--- src/rtl/alarm_game_pkg.sv ---
// Shared types and constants for the alarm minigame controller.
package alarm_game_pkg;

  typedef enum logic [2:0] {
    ST_OFF     = 3'd0,
    ST_ARMED   = 3'd1,
    ST_RINGING = 3'd2,
    ST_GAME    = 3'd3
  } state_t;

  typedef enum logic {
    PH_CLEAR = 1'b0,
    PH_MATCH = 1'b1
  } phase_t;

  localparam int LFSR_W = 8;
  // x^8 + x^6 + x^5 + x^4 + 1 as feedback taps on bits 7,5,4,3
  localparam logic [LFSR_W-1:0] LFSR_TAPS = 8'hB8;

endpackage

--- src/rtl/alarm_game_lfsr.sv ---
// Free-running 8-bit Fibonacci LFSR used to pick game targets.
module alarm_game_lfsr
  import alarm_game_pkg::*;
#(
  parameter logic [LFSR_W-1:0] SEED = 8'hA5
) (
  input  logic              clk,
  input  logic              reset,
  output logic [LFSR_W-1:0] q
);

  logic [LFSR_W-1:0] r_q;
  logic              w_fb;

  assign w_fb = ^(r_q & LFSR_TAPS);

  always_ff @(posedge clk) begin
    if (reset) r_q <= SEED;
    else       r_q <= {r_q[LFSR_W-2:0], w_fb};
  end

  assign q = r_q;

endmodule

--- src/rtl/alarm_game_ctrl.sv ---
// Alarm service: arm, ring once per time match, silence by winning
// a switch-matching minigame within a per-round timeout.
module alarm_game_ctrl
  import alarm_game_pkg::*;
#(
  parameter int unsigned       TIME_W   = 16,
  parameter int unsigned       N_SW     = 10,
  parameter int unsigned       N_ROUNDS = 3,
  parameter int unsigned       ROUND_TO = 500_000_000,
  parameter logic [LFSR_W-1:0] SEED     = 8'hA5
) (
  input  logic              clk,
  input  logic              reset,
  input  logic              enable,
  input  logic [TIME_W-1:0] current_time,
  input  logic [TIME_W-1:0] alarm_time,
  input  logic              push_m,
  input  logic [N_SW-1:0]   switches,
  output logic [2:0]        alarm_state,
  output logic              ringing,
  output logic [N_SW-1:0]   target_led,
  output logic [3:0]        round_cnt,
  output logic              done
);

  localparam int unsigned TW = (ROUND_TO > 1) ? $clog2(ROUND_TO) : 1;
  localparam logic [TW-1:0] TO_LAST  = TW'(ROUND_TO - 1);
  localparam logic [3:0]    LAST_RND = 4'(N_ROUNDS - 1);
  localparam logic [3:0]    TOP_IDX  = 4'(N_SW - 1);

  state_t            r_state, n_state;
  phase_t            r_phase, n_phase;
  logic [3:0]        r_round, n_round;
  logic [N_SW-1:0]   r_tgt, n_tgt;
  logic [TW-1:0]     r_timer, n_timer;
  logic              r_done, n_done;
  logic              r_fired, n_fired;
  logic              r_push_prev;

  logic [LFSR_W-1:0] w_lfsr;
  logic [3:0]        w_idx0, w_idx1;
  logic [N_SW-1:0]   w_one0, w_new_tgt;
  logic              w_tmatch, w_push, w_timeout, w_sw_zero, w_last;

  alarm_game_lfsr #(.SEED(SEED)) u_lfsr (
    .clk   (clk),
    .reset (reset),
    .q     (w_lfsr)
  );

  // Step to the next switch if the draw would repeat the current target
  assign w_idx0    = 4'(32'(w_lfsr) % N_SW);
  assign w_idx1    = (w_idx0 == TOP_IDX) ? 4'd0 : w_idx0 + 4'd1;
  assign w_one0    = N_SW'(1) << w_idx0;
  assign w_new_tgt = (w_one0 == r_tgt) ? (N_SW'(1) << w_idx1) : w_one0;

  assign w_tmatch  = (current_time == alarm_time);
  assign w_push    = push_m & ~r_push_prev;
  assign w_timeout = (r_timer == TO_LAST);
  assign w_sw_zero = (switches == '0);
  assign w_last    = (r_round == LAST_RND);

  always_ff @(posedge clk) begin
    if (reset) begin
      r_state     <= ST_OFF;
      r_phase     <= PH_CLEAR;
      r_round     <= '0;
      r_tgt       <= '0;
      r_timer     <= '0;
      r_done      <= 1'b0;
      r_fired     <= 1'b0;
      r_push_prev <= 1'b0;
    end else begin
      r_state     <= n_state;
      r_phase     <= n_phase;
      r_round     <= n_round;
      r_tgt       <= n_tgt;
      r_timer     <= n_timer;
      r_done      <= n_done;
      r_fired     <= n_fired;
      r_push_prev <= push_m;
    end
  end

  always_comb begin
    n_state = r_state;
    n_phase = r_phase;
    n_round = r_round;
    n_tgt   = r_tgt;
    n_timer = r_timer;
    n_done  = 1'b0;
    n_fired = w_tmatch ? r_fired : 1'b0;
    if (!enable) begin
      n_state = ST_OFF;
      n_phase = PH_CLEAR;
      n_round = '0;
      n_tgt   = '0;
      n_timer = '0;
    end else begin
      unique case (r_state)
        ST_OFF: n_state = ST_ARMED;
        ST_ARMED: begin
          if (w_tmatch && !r_fired) begin
            n_state = ST_RINGING;
            n_fired = 1'b1;
          end
        end
        ST_RINGING: begin
          if (w_push) begin
            n_state = ST_GAME;
            n_phase = PH_CLEAR;
            n_round = '0;
            n_tgt   = w_new_tgt;
            n_timer = '0;
          end
        end
        ST_GAME: begin
          if (w_timeout) begin
            n_state = ST_RINGING;
            n_phase = PH_CLEAR;
            n_round = '0;
            n_tgt   = '0;
            n_timer = '0;
          end else begin
            n_timer = r_timer + TW'(1);
            if (r_phase == PH_CLEAR) begin
              if (w_sw_zero) n_phase = PH_MATCH;
            end else if (switches == r_tgt) begin
              n_phase = PH_CLEAR;
              n_timer = '0;
              if (w_last) begin
                n_done  = 1'b1;
                n_state = ST_ARMED;
                n_round = '0;
                n_tgt   = '0;
              end else begin
                n_round = r_round + 4'd1;
                n_tgt   = w_new_tgt;
              end
            end else if (!w_sw_zero) begin
              n_phase = PH_CLEAR;
              n_round = '0;
              n_tgt   = w_new_tgt;
              n_timer = '0;
            end
          end
        end
        default: n_state = ST_OFF;
      endcase
    end
  end

  assign alarm_state = r_state;
  assign ringing     = (r_state == ST_RINGING);
  assign target_led  = r_tgt;
  assign round_cnt   = r_round;
  assign done        = r_done;

endmodule

--- config.mk ---
export PLATFORM = sky130hd
export DESIGN_NAME = alarm_game_ctrl
export DESIGN_NICKNAME = d
export VERILOG_FILES = /design/src/rtl/alarm_game_pkg.sv /design/src/rtl/alarm_game_lfsr.sv /design/src/rtl/alarm_game_ctrl.sv
export SDC_FILE = /design/constraint.sdc
export NUM_CORES = 1
export LEC_CHECK = 0
export ABC_CLOCK_PERIOD_IN_PS = 5600
export BUFFER_PORTS_ARGS = -buffer_cell sky130_fd_sc_hd__clkbuf_2
export CORE_AREA = 2 2 103 105
export CTS_BUF_LIST = sky130_fd_sc_hd__clkbuf_8 sky130_fd_sc_hd__clkbuf_16
export DETAILED_ROUTE_END_ITERATION = 16
export DIE_AREA = 0 0 105 107
export PLACE_DENSITY = 0.66
export SYNTH_ARGS = -nofsm -noshare
export SYNTH_HDL_FRONTEND = slang
export SYNTH_HIERARCHICAL = 1
export SYNTH_SLANG_ARGS = --single-unit
--- constraint.sdc ---
create_clock -name clk -period 5.6 [get_ports clk]
set_input_delay 0.56 -clock clk [delete_from_list [all_inputs] [get_ports clk]]
set_output_delay 0.56 -clock clk [all_outputs]
set_load 0.05 [all_outputs]
==> impl_metrics.json, run 1 <==
{
  "outcome": "complete, no violations",
  "core_um2": 10090,
  "tns_ps": 0,
  "setup_ws_ps": 419.5,
  "setup-violations-final": 0,
  "start_util": 0.3928,
  "cp_max_fo": 18,
  "holdPathStages": 2,
  "drt_iter0_drc": 157,
  "drc_errors": 0,
  "critPathKind": "reg2reg",
  "synth_flop_cell": "dfxtp_1",
  "hold_viol": 0,
  "num-nets-final": 614,
  "routedWlPerCell_um": 13.70,
  "num_rows": 37,
  "drive_gt1_frac": 0.1797,
  "slew_headroom": 0.3156,
  "async_reset_ff_frac": 0,
  "ant_nets": 0,
  "fp.dieW_um": 105,
  "seq_power_share": 0.364,
  "p_leak_uw": 0.001664,
  "clock_latency_ps": 320,
  "design_area_um2": 4526,
  "fp.dieArea_um2": 11240,
  "grt-ovfl-total": 0,
  "rsz0062_at_grt": "no",
  "power.density_nw_per_um2": 265.3,
  "track_usage": 0.1774,
  "dp_slack_ps": 528.9,
  "cts.path.max_buffers": 2,
  "cts.repair.resized": 0,
  "end_kind": "flip-flop",
  "grt_pass1_vias": 3644,
  "avgSynthCellArea_um2": 7.849,
  "intPower_uw": 777.0,
  "period_minus_slack_ps": 5181,
  "clock_power_share": 0.302,
  "routabilityCongestion": 0.9111,
  "hold_buffers": 0,
  "synth_edf_count": 0,
  "grt_pass1_wl_um": 16510,
  "drt-total-wl_um": 9560,
  "cp_data_required_time_ps": 5800,
  "yosysUniqueCellTypes": 76,
  "hpwl_um": 7191,
  "ff2ff_path_depth": 17,
  "ys_top_cells_by_area": "dfxtp_1, xor2_1, xnor2_1, nor2_1, nand2_1",
  "viasPerCell": 5.467,
  "crit_arrival_ps": 5380,
  "netlist_instances": 505,
  "period_share": 0.9251,
  "irDropWorstVdd_v": 0.0001270,
  "synth_most_common_cell": "nor2_1",
  "antenna_found_initial": 0,
  "vias": 3816,
  "area_delta_synth_final_pct": 14.17,
  "p_sw_uw": 423.4,
  "io_pins": 65,
  "start_kind": "flip-flop",
  "yosysWarnings": 6,
  "max_slew.worst_pin.slew_ps": 1024,
  "maxSlewViolCount": 0,
  "yosysSeqAreaShare": 0.2879,
  "clock-sinks": 57,
  "postCtsSetupRepairBufs": 0,
  "antennaDiodeCount": 0,
  "ys_ff_latch": 57,
  "cts_tree": "done",
  "synth_fp_nets": 560,
  "netlist_area_um2": 3964,
  "max_freq_mhz": 193.0,
  "whs_ps": 482.1,
  "root_buffer": "clkbuf_8",
  "clk_pin_slew_ps": 60,
  "hp-class": "reg2reg",
  "die_h_um": 107,
  "htree_levels": 3,
  "dr.pass1.iters": 5,
  "yosysTopAreaCellShare": 0.2879,
  "p_comb_frac": 0.334,
  "grt_max_degree": 31,
  "synth.largest_area_cell": "dfxtp_1",
  "placed_area_um2": 4343,
  "swShare": 0.3527,
  "maxCapViolCount": 0,
  "numPortBuffers": 63,
  "finClkSkew_ps": 5.858,
  "netlist_top_cells_count": "nor2_1, dfxtp_1, nand2_1, xor2_1, o21ai_0",
  "cts_buffers": 9
}
[worst max-delay path, cell delays in order (launching register included)]
cell and delay (ps):
dfxtp_1 670, inv_1 190, nand2_1 100, ha_1 240
nor2b_1 430, mux2i_1 140, a211oi_1 340, a32oi_1 190
or4_1 510, o211a_1 130, o21ai_1 370, inv_2 190
ha_1 280, nand2_1 80, xnor2_1 90, or4b_4 520
nor2_4 230, mux2_1 340
[layout by cell type (no fill, tap or decap), types with 3 or more instances in the layout]
| cell type | instances |
|---|---|
| and3_1 | 4 |
| or2_2 | 5 |
| o21a_1 | 3 |
| mux2i_1 | 3 |
| xnor2_1 | 27 |
| nor4b_1 | 7 |
| a211oi_1 | 5 |
| o21bai_1 | 3 |
| dfxtp_1 | 57 |
| nor2b_1 | 10 |
| nand3_1 | 17 |
| clkbuf_8 | 10 |
| a211o_1 | 3 |
| nor2_1 | 62 |
| nor3_1 | 8 |
| o41ai_1 | 4 |
| a31oi_1 | 3 |
| nand4_1 | 16 |
| nand2_1 | 52 |
| clkbuf_2 | 63 |
| clkinv_2 | 3 |
| ha_1 | 9 |
| a21oi_1 | 15 |
| o21ai_0 | 31 |
| nand2b_1 | 8 |
| nand3b_1 | 3 |
| o31ai_1 | 3 |
| o211ai_1 | 4 |
| or4_1 | 4 |
| and2_1 | 3 |
| nor4_1 | 7 |
| or4b_2 | 3 |
| a32oi_1 | 6 |
| mux2_1 | 3 |
| nand4b_1 | 3 |
| inv_1 | 14 |
| xor2_1 | 32 |
[registers in the layout, indices dropped and copies added, names as in the netlist]
register / cells
alarm_state: 2
done: 1
r_fired: 1
r_phase: 1
r_push_prev: 1
r_timer: 29
round_cnt: 4
target_led: 10
u_lfsr/q: 8
[through the flow]
step                  util  total power, uW  std cells
detailed placement  0.4303            838.4        684
finish              0.4484             1200        698
CTS                 0.4484             1206        698
floorplan                -            757.8        505
global route        0.4484             1272        698
global placement    0.4303            831.7        684
[layer usage]
| metal | up-vias | GRT usage | share of wire |
|---|---|---|---|
| li1 | 1923 | - | - |
| met1 | 1795 | 0.2221 | 0.45 |
| met2 | 81 | 0.3010 | 0.49 |
| met3 | 17 | 0.03587 | 0.038 |
| met4 | 0 | 0.06667 | 0.016 |
| met5 | - | 0 | 0 |
[area by class of cell]
type,count,area (um^2)
fillers,1027,5567
multi-input cells,410,2641
flip-flops and latches,57,1141
repair buffers,65,330.3
well taps,136,170.2
clock buffers,10,137.6
inverters,16,60.06
clock inverters,4,45.04
[final timing paths]
kind,slack (ps),end,startpoint
max,420,target_led[2]$_SDFFE_PP0P_,u_lfsr/q[6]$_SDFF_PP0_
min,480,r_timer[1]$_SDFFE_PP0P_,r_timer[1]$_SDFFE_PP0P_
max reg2reg,420,target_led[2]$_SDFFE_PP0P_,u_lfsr/q[6]$_SDFF_PP0_
min reg2reg,480,r_timer[1]$_SDFFE_PP0P_,r_timer[1]$_SDFFE_PP0P_
[logic make-up (layout without fill, tap and decap cells)]
kind of cell / Yosys count / count (layout) / synth area share
AND/OR/NAND/NOR: 224 / 224 / 0.2923
AO/OA/AOI/OAI: 108 / 108 / 0.1900
XOR/XNOR: 59 / 59 / 0.1304
flip-flops: 57 / 57 / 0.2879
buffers and inverters: 38 / 95 / 0.04577
adder cells (fa/ha/maj): 10 / 10 / 0.03093
multiplexers: 8 / 8 / 0.02178
other: 1 / 1 / 0.0009461
[power by group through the flow]
stage | sequential (uW) | combinational [uW] | clock, uW
finish | 437 | 401 | 363
global route | 440 | 438 | 394
CTS | 437 | 394 | 375
detailed placement | 446 | 393 | 0
global placement | 445 | 387 | 0
floorplan | 445 | 313 | 0
No activity file was read; power rests on OpenSTA's default activity.
==> inputs of run 2 (changes only) <==
--- a/config.mk
+++ b/config.mk
@@ -7,10 +7,10 @@
 export LEC_CHECK = 0
 export ABC_CLOCK_PERIOD_IN_PS = 5600
 export BUFFER_PORTS_ARGS = -buffer_cell sky130_fd_sc_hd__clkbuf_2
-export CORE_AREA = 2 2 103 105
+export CORE_AREA = 2 2 74 146
 export CTS_BUF_LIST = sky130_fd_sc_hd__clkbuf_8 sky130_fd_sc_hd__clkbuf_16
 export DETAILED_ROUTE_END_ITERATION = 16
-export DIE_AREA = 0 0 105 107
+export DIE_AREA = 0 0 76 148
 export PLACE_DENSITY = 0.66
 export SYNTH_ARGS = -nofsm -noshare
 export SYNTH_HDL_FRONTEND = slang
==> run 2 against run 1 <==
Register-to-register slack better by 370 ps. Design area rose by 2.6%. First-iteration DRC count increased by 24%. Clock-buffer cell count did not move. Die area grew 0.12%. Utilization up 1.2 points. Clock skew about the same. Wire length grew 16%. Sequential power about the same.
==> impl_metrics.json, run 2 (same netlist as run 1, synthesis figures left out) <==
{
  "vias": 3971,
  "end_kind": "flip-flop",
  "max_slew.worst_pin.slew_ps": 1015,
  "layout_commonest_cell": "clkbuf_2",
  "p_leak_uw": 0.001718,
  "maxSlewViolCount": 0,
  "grt-ovfl-total": 0,
  "irDropWorstVdd_v": 0.0002417,
  "io_pins": 65,
  "max_freq_mhz": 207.9,
  "start_util": 0.3931,
  "num_rows": 52,
  "rsz0062_at_grt": "no",
  "setup-violations-final": 0,
  "routedWlPerCell_um": 15.89,
  "final_cell_mix": "clkbuf_2, nor2_1, dfxtp_1",
  "num-nets-final": 616,
  "num-fill-cells": 1009,
  "clock-sinks": 57,
  "p_sw_uw": 461.3,
  "drt_iter0_drc": 194,
  "cts_buffers": 9,
  "maxCapViolCount": 0,
  "start_kind": "flip-flop",
  "dr.pass1.iters": 4,
  "htree_levels": 3,
  "busiest_layer": "met2",
  "postCtsSetupRepairBufs": 0,
  "cts_tree": "done",
  "power.density_nw_per_um2": 296.9,
  "antenna_found_initial": 0,
  "intPower_uw": 917.0,
  "slew_headroom": 0.3214,
  "die_h_um": 148,
  "seq_power_share": 0.315,
  "crit_arrival_ps": 5000,
  "core_um2": 10080,
  "fp.dieArea_um2": 11250,
  "track_usage": 0.2035,
  "tns_ps": 0,
  "grt_util_met1": 0.1989,
  "hpwl_um": 8704,
  "period_share": 0.8591,
  "outcome": "complete, no violations",
  "cp_max_fo": 11,
  "cts.repair.resized": 0,
  "ant_nets": 0,
  "clk_pin_slew_ps": 50,
  "antennaDiodeCount": 0,
  "power.total_uw": 1378,
  "finClkSkew_ps": 5.957,
  "hold_buffers": 0,
  "largest_reg_flops": 29,
  "fp.dieW_um": 76,
  "viasPerCell": 5.681,
  "grt_pass1_wl_um": 18440,
  "area_delta_synth_final_pct": 17.11,
  "grt_pass1_vias": 3964,
  "grt_use_met2": 0.3786,
  "clock_power_share": 0.378,
  "numPortBuffers": 63,
  "clock_latency_ps": 320,
  "critPathKind": "reg2reg",
  "grt_max_degree": 31,
  "p_comb_frac": 0.307,
  "drive_gt1_frac": 0.1809,
  "drc_errors": 0,
  "hold_viol": 0,
  "period_minus_slack_ps": 4811,
  "cp_data_required_time_ps": 5790,
  "largest_register": "r_timer",
  "cts.path.max_buffers": 2,
  "drt-total-wl_um": 11110,
  "routabilityCongestion": 0.9086,
  "hp-class": "in2reg",
  "swShare": 0.3347,
  "met3_usage": 0.04274,
  "root_buffer": "clkbuf_16"
}
run 2: cell count changes in the layout (fill, tap and decap cells not counted), sizes merged:
cell	delta
buf	+2
inv	+1
clkinv	-2
clkinvlp	+1
run 2: final cells by class:
| cell class | count | area [um^2] | area share |
|---|---|---|---|
| multi-input cells | 410 | 2641 | 0.5690 |
| flip-flops and latches | 57 | 1141 | 0.2458 |
| repair buffers | 67 | 345.3 | 0.07439 |
| clock buffers | 10 | 239.0 | 0.05148 |
| well taps | 135 | 168.9 | 0.03639 |
| inverters | 16 | 60.06 | 0.01294 |
| clock inverters | 4 | 46.29 | 0.009973 |
run 2: power by group through the flow:
stage                     clock, uW  sequential (uW)  combinational [uW]
after detailed placement          0              442                 412
after floorplan                   0              445                 313
after global routing            554              437                 457
after global placement            0              442                 407
final                           521              434                 423
after CTS                       537              434                 416
run 2: per-layer routing:
metal	routed length (um)	vias to the layer above
li1	-	1922
met1	3928	1865
met2	6058	135
met3	499	49
met4	622	0
met5	0	-
run 2: final timing paths:
path	cells past startpoint	start	to	slack, ps
max reg2reg	18	u_lfsr/q[6]$_SDFF_PP0_	target_led[3]$_SDFFE_PP0P_	790
min	2	push_m	r_push_prev$_SDFF_PP0_	460
max	18	u_lfsr/q[6]$_SDFF_PP0_	target_led[3]$_SDFFE_PP0P_	790
min reg2reg	2	r_timer[1]$_SDFFE_PP0P_	r_timer[1]$_SDFFE_PP0P_	490
run 2: worst max-delay path, cell delays in order, from the launching register on:
cell and delay (ps):
dfxtp_1 310, inv_1 110, nand2_1 70, ha_1 300
nor2b_1 440, mux2i_1 150, a211oi_1 350, a32oi_1 180
or4_1 510, o211a_1 130, o21ai_1 410, inv_2 190
ha_1 480, o21ai_0 130, o21ai_0 120, a32oi_1 300
nor2_1 70, a2111oi_0 330, a21oi_1 70
run 2: metrics by stage:
step	cell area (um^2)	hold slack [ps]	setup WS [ps]	util	instances
4_1_cts	4642	443.2	895.0	0.4603	699
5_1_grt	4642	466.0	342.2	0.4603	699
2_1_floorplan	3964	412.2	1297	-	505
3_3_place_gp	4357	467.0	1058	0.4320	685
6_report	4642	456.4	789.1	0.4603	699
3_5_place_dp	4357	475.9	928.0	0.4320	685
==> inputs of run 3 (changes only) <==
--- a/config.mk
+++ b/config.mk
@@ -5,13 +5,14 @@
 export SDC_FILE = /design/constraint.sdc
 export NUM_CORES = 1
 export LEC_CHECK = 0
+export ABC_AREA = 1
 export ABC_CLOCK_PERIOD_IN_PS = 5600
 export BUFFER_PORTS_ARGS = -buffer_cell sky130_fd_sc_hd__clkbuf_2
-export CORE_AREA = 2 2 74 146
+export CORE_AREA = 2 2 77 152
 export CTS_BUF_LIST = sky130_fd_sc_hd__clkbuf_8 sky130_fd_sc_hd__clkbuf_16
 export DETAILED_ROUTE_END_ITERATION = 16
-export DIE_AREA = 0 0 76 148
-export PLACE_DENSITY = 0.66
+export DIE_AREA = 0 0 79 154
+export PLACE_DENSITY = 0.65
 export SYNTH_ARGS = -nofsm -noshare
 export SYNTH_HDL_FRONTEND = slang
 export SYNTH_HIERARCHICAL = 1
==> run 3 against run 2 <==
Clock-buffer cell count unchanged. Utilization down 0.84 points. Largest cell class unchanged. Area after synthesis up 8.1%. Power up 9.3%. Register-to-register slack better by 280 ps.
==> impl_metrics.json, run 3 <==
{
  "start_util": 0.3914,
  "cpMostUsedCell": "nand2_1",
  "drt-total-wl_um": 11180,
  "irDropWorstVdd_v": 0.0001423,
  "dr.pass1.iters": 5,
  "start_kind": "flip-flop",
  "hold_viol": 0,
  "area_delta_synth_final_pct": 15.45,
  "period_share": 0.8089,
  "vias": 4369,
  "die_h_um": 154,
  "netlist_area_um2": 4284,
  "maxSlewViolCount": 0,
  "yosysSeqAreaShare": 0.2664,
  "num_rows": 54,
  "critPathKind": "reg2reg",
  "max_freq_mhz": 220.8,
  "track_usage": 0.1959,
  "yosysTopAreaCellShare": 0.2664,
  "maxCapViolCount": 0,
  "crit_arrival_ps": 4790,
  "cts.repair.resized": 0,
  "grt_pass1_vias": 4401,
  "outcome": "complete, no violations",
  "end_kind": "flip-flop",
  "htree_levels": 3,
  "fp.dieArea_um2": 12170,
  "seq_power_share": 0.283,
  "routabilityCongestion": 0.9446,
  "cp_max_fo": 12,
  "cts.path.max_buffers": 2,
  "netlist_top_cells_count": "nand2_1, inv_1, nand3_1, dfxtp_1, nor2_1",
  "drt_iter0_drc": 192,
  "clock_latency_ps": 320,
  "whs_ps": 447.3,
  "layout_commonest_cell": "nand2_1",
  "clock_power_share": 0.312,
  "crit_family": "simple AND/OR/NAND/NOR gates",
  "p_leak_uw": 0.002292,
  "synth_most_common_cell": "nand2_1",
  "ys_ff_latch": 57,
  "p_comb_frac": 0.405,
  "largest_register": "r_timer",
  "hp-class": "in2reg",
  "largest_reg_flops": 29,
  "p_sw_uw": 595.6,
  "slowest_stage": "nand3b_2",
  "postCtsSetupRepairBufs": 0,
  "cp_data_required_time_ps": 5860,
  "r2r_slack_ps": 1070,
  "drive_gt1_frac": 0.1933,
  "ys_top_cells_by_area": "dfxtp_1, nand2_1, inv_1, nand3_1, nand4_1",
  "swShare": 0.3954,
  "max_slew.worst_pin.slew_ps": 811.1,
  "synth_edf_count": 0,
  "grt_pass1_wl_um": 19100,
  "power.density_nw_per_um2": 304.5,
  "slew_headroom": 0.4543,
  "routedWlPerCell_um": 13.02,
  "viasPerCell": 5.086,
  "cts_buffers": 9,
  "root_buffer": "clkbuf_16",
  "antenna_found_initial": 0,
  "clock-sinks": 57,
  "period_minus_slack_ps": 4530,
  "yosysWarnings": 6,
  "synth_flop_cell": "dfxtp_1",
  "synth.largest_area_cell": "dfxtp_1",
  "grt_max_degree": 24,
  "rsz0062_at_grt": "no",
  "grt-ovfl-total": 0,
  "finClkSkew_ps": 4.848,
  "hold_buffers": 0,
  "num-nets-final": 770,
  "synth_fp_nets": 707,
  "netlist_instances": 652,
  "async_reset_ff_frac": 0,
  "yosysUniqueCellTypes": 47,
  "tns_ps": 0,
  "avgSynthCellArea_um2": 6.571,
  "slowest_delay_ps": 430,
  "ant_nets": 0,
  "setup-violations-final": 0,
  "intPower_uw": 910.7,
  "numPortBuffers": 63,
  "clk_pin_slew_ps": 50,
  "path_buf_inv": 3,
  "hpwl_um": 9147,
  "core_um2": 10950,
  "drc_errors": 0,
  "cts_tree": "done",
  "antennaDiodeCount": 0,
  "fp.dieW_um": 79,
  "final_cell_mix": "nand2_1, inv_1, clkbuf_2",
  "io_pins": 65
}
==> run 3: metrics by stage <==
stage          instances    util  instance area (um^2)  setup WS [ps]  power, uW
2_1_floorplan        652       -                  4284           1850      963.1
3_3_place_gp         844  0.4283                  4688           1088       1032
3_5_place_dp         844  0.4283                  4688           1011       1043
4_1_cts              859  0.4519                  4946           1100       1520
5_1_grt              859  0.4519                  4946          580.5       1622
6_report             859  0.4519                  4946           1070       1506
==> run 3: layout make-up <==
type	count	area (um^2)
fill	1174	6000
clock buffer	10	239.0
timing repair buffer	63	315.3
clock inverter	5	18.77
sequential	57	1141
tap	140	175.2
multi-input combinational	477	2650
inverter	107	406.6
==> run 3: worst paths after layout <==
path / from / cells past startpoint / to
hold reg to reg: r_timer[19]$_SDFFE_PP0P_ / 2 / r_timer[19]$_SDFFE_PP0P_
hold / removal: push_m / 3 / r_push_prev$_SDFF_PP0_
setup reg to reg: u_lfsr/q[5]$_SDFF_PP1_ / 32 / target_led[2]$_SDFFE_PP0P_
setup / recovery: u_lfsr/q[5]$_SDFF_PP1_ / 32 / target_led[2]$_SDFFE_PP0P_
==> run 3: power by group through the flow <==
stage | combinational (uW) | clock (uW) | sequential (uW)
finish | 610 | 469 | 427
global route | 690 | 504 | 428
CTS | 610 | 483 | 427
floorplan | 524 | 0 | 439
detailed placement | 608 | 0 | 435
global placement | 598 | 0 | 435
==> run 3: cells by family after synthesis <==
family,count (synthesis),synth area share
AO/OA/AOI/OAI,57,0.08207
XOR/XNOR,22,0.04498
adder cells (fa/ha/maj),9,0.02629
buffers and inverters,118,0.1151
flip-flops,57,0.2664
other,1,0.0008753
AND/OR/NAND/NOR,388,0.4644
==> run 3: metal layers <==
metal / vias to the layer above / GRT usage / wire (um)
met1: 1983 / 0.1863 / 4086
li1: 2257 / - / -
met5: - / 0 / 0
met2: 108 / 0.3757 / 6182
met3: 21 / 0.04636 / 467
met4: 0 / 0.09770 / 447
==> run 3: worst reg2reg max path, delay by kind of cell (launching register included) <==
kind	cells	cell delay, ps
DFF	1	360
buffers and inverters	3	330
adders and majority gates	2	440
and+or+nand+nor	27	3350
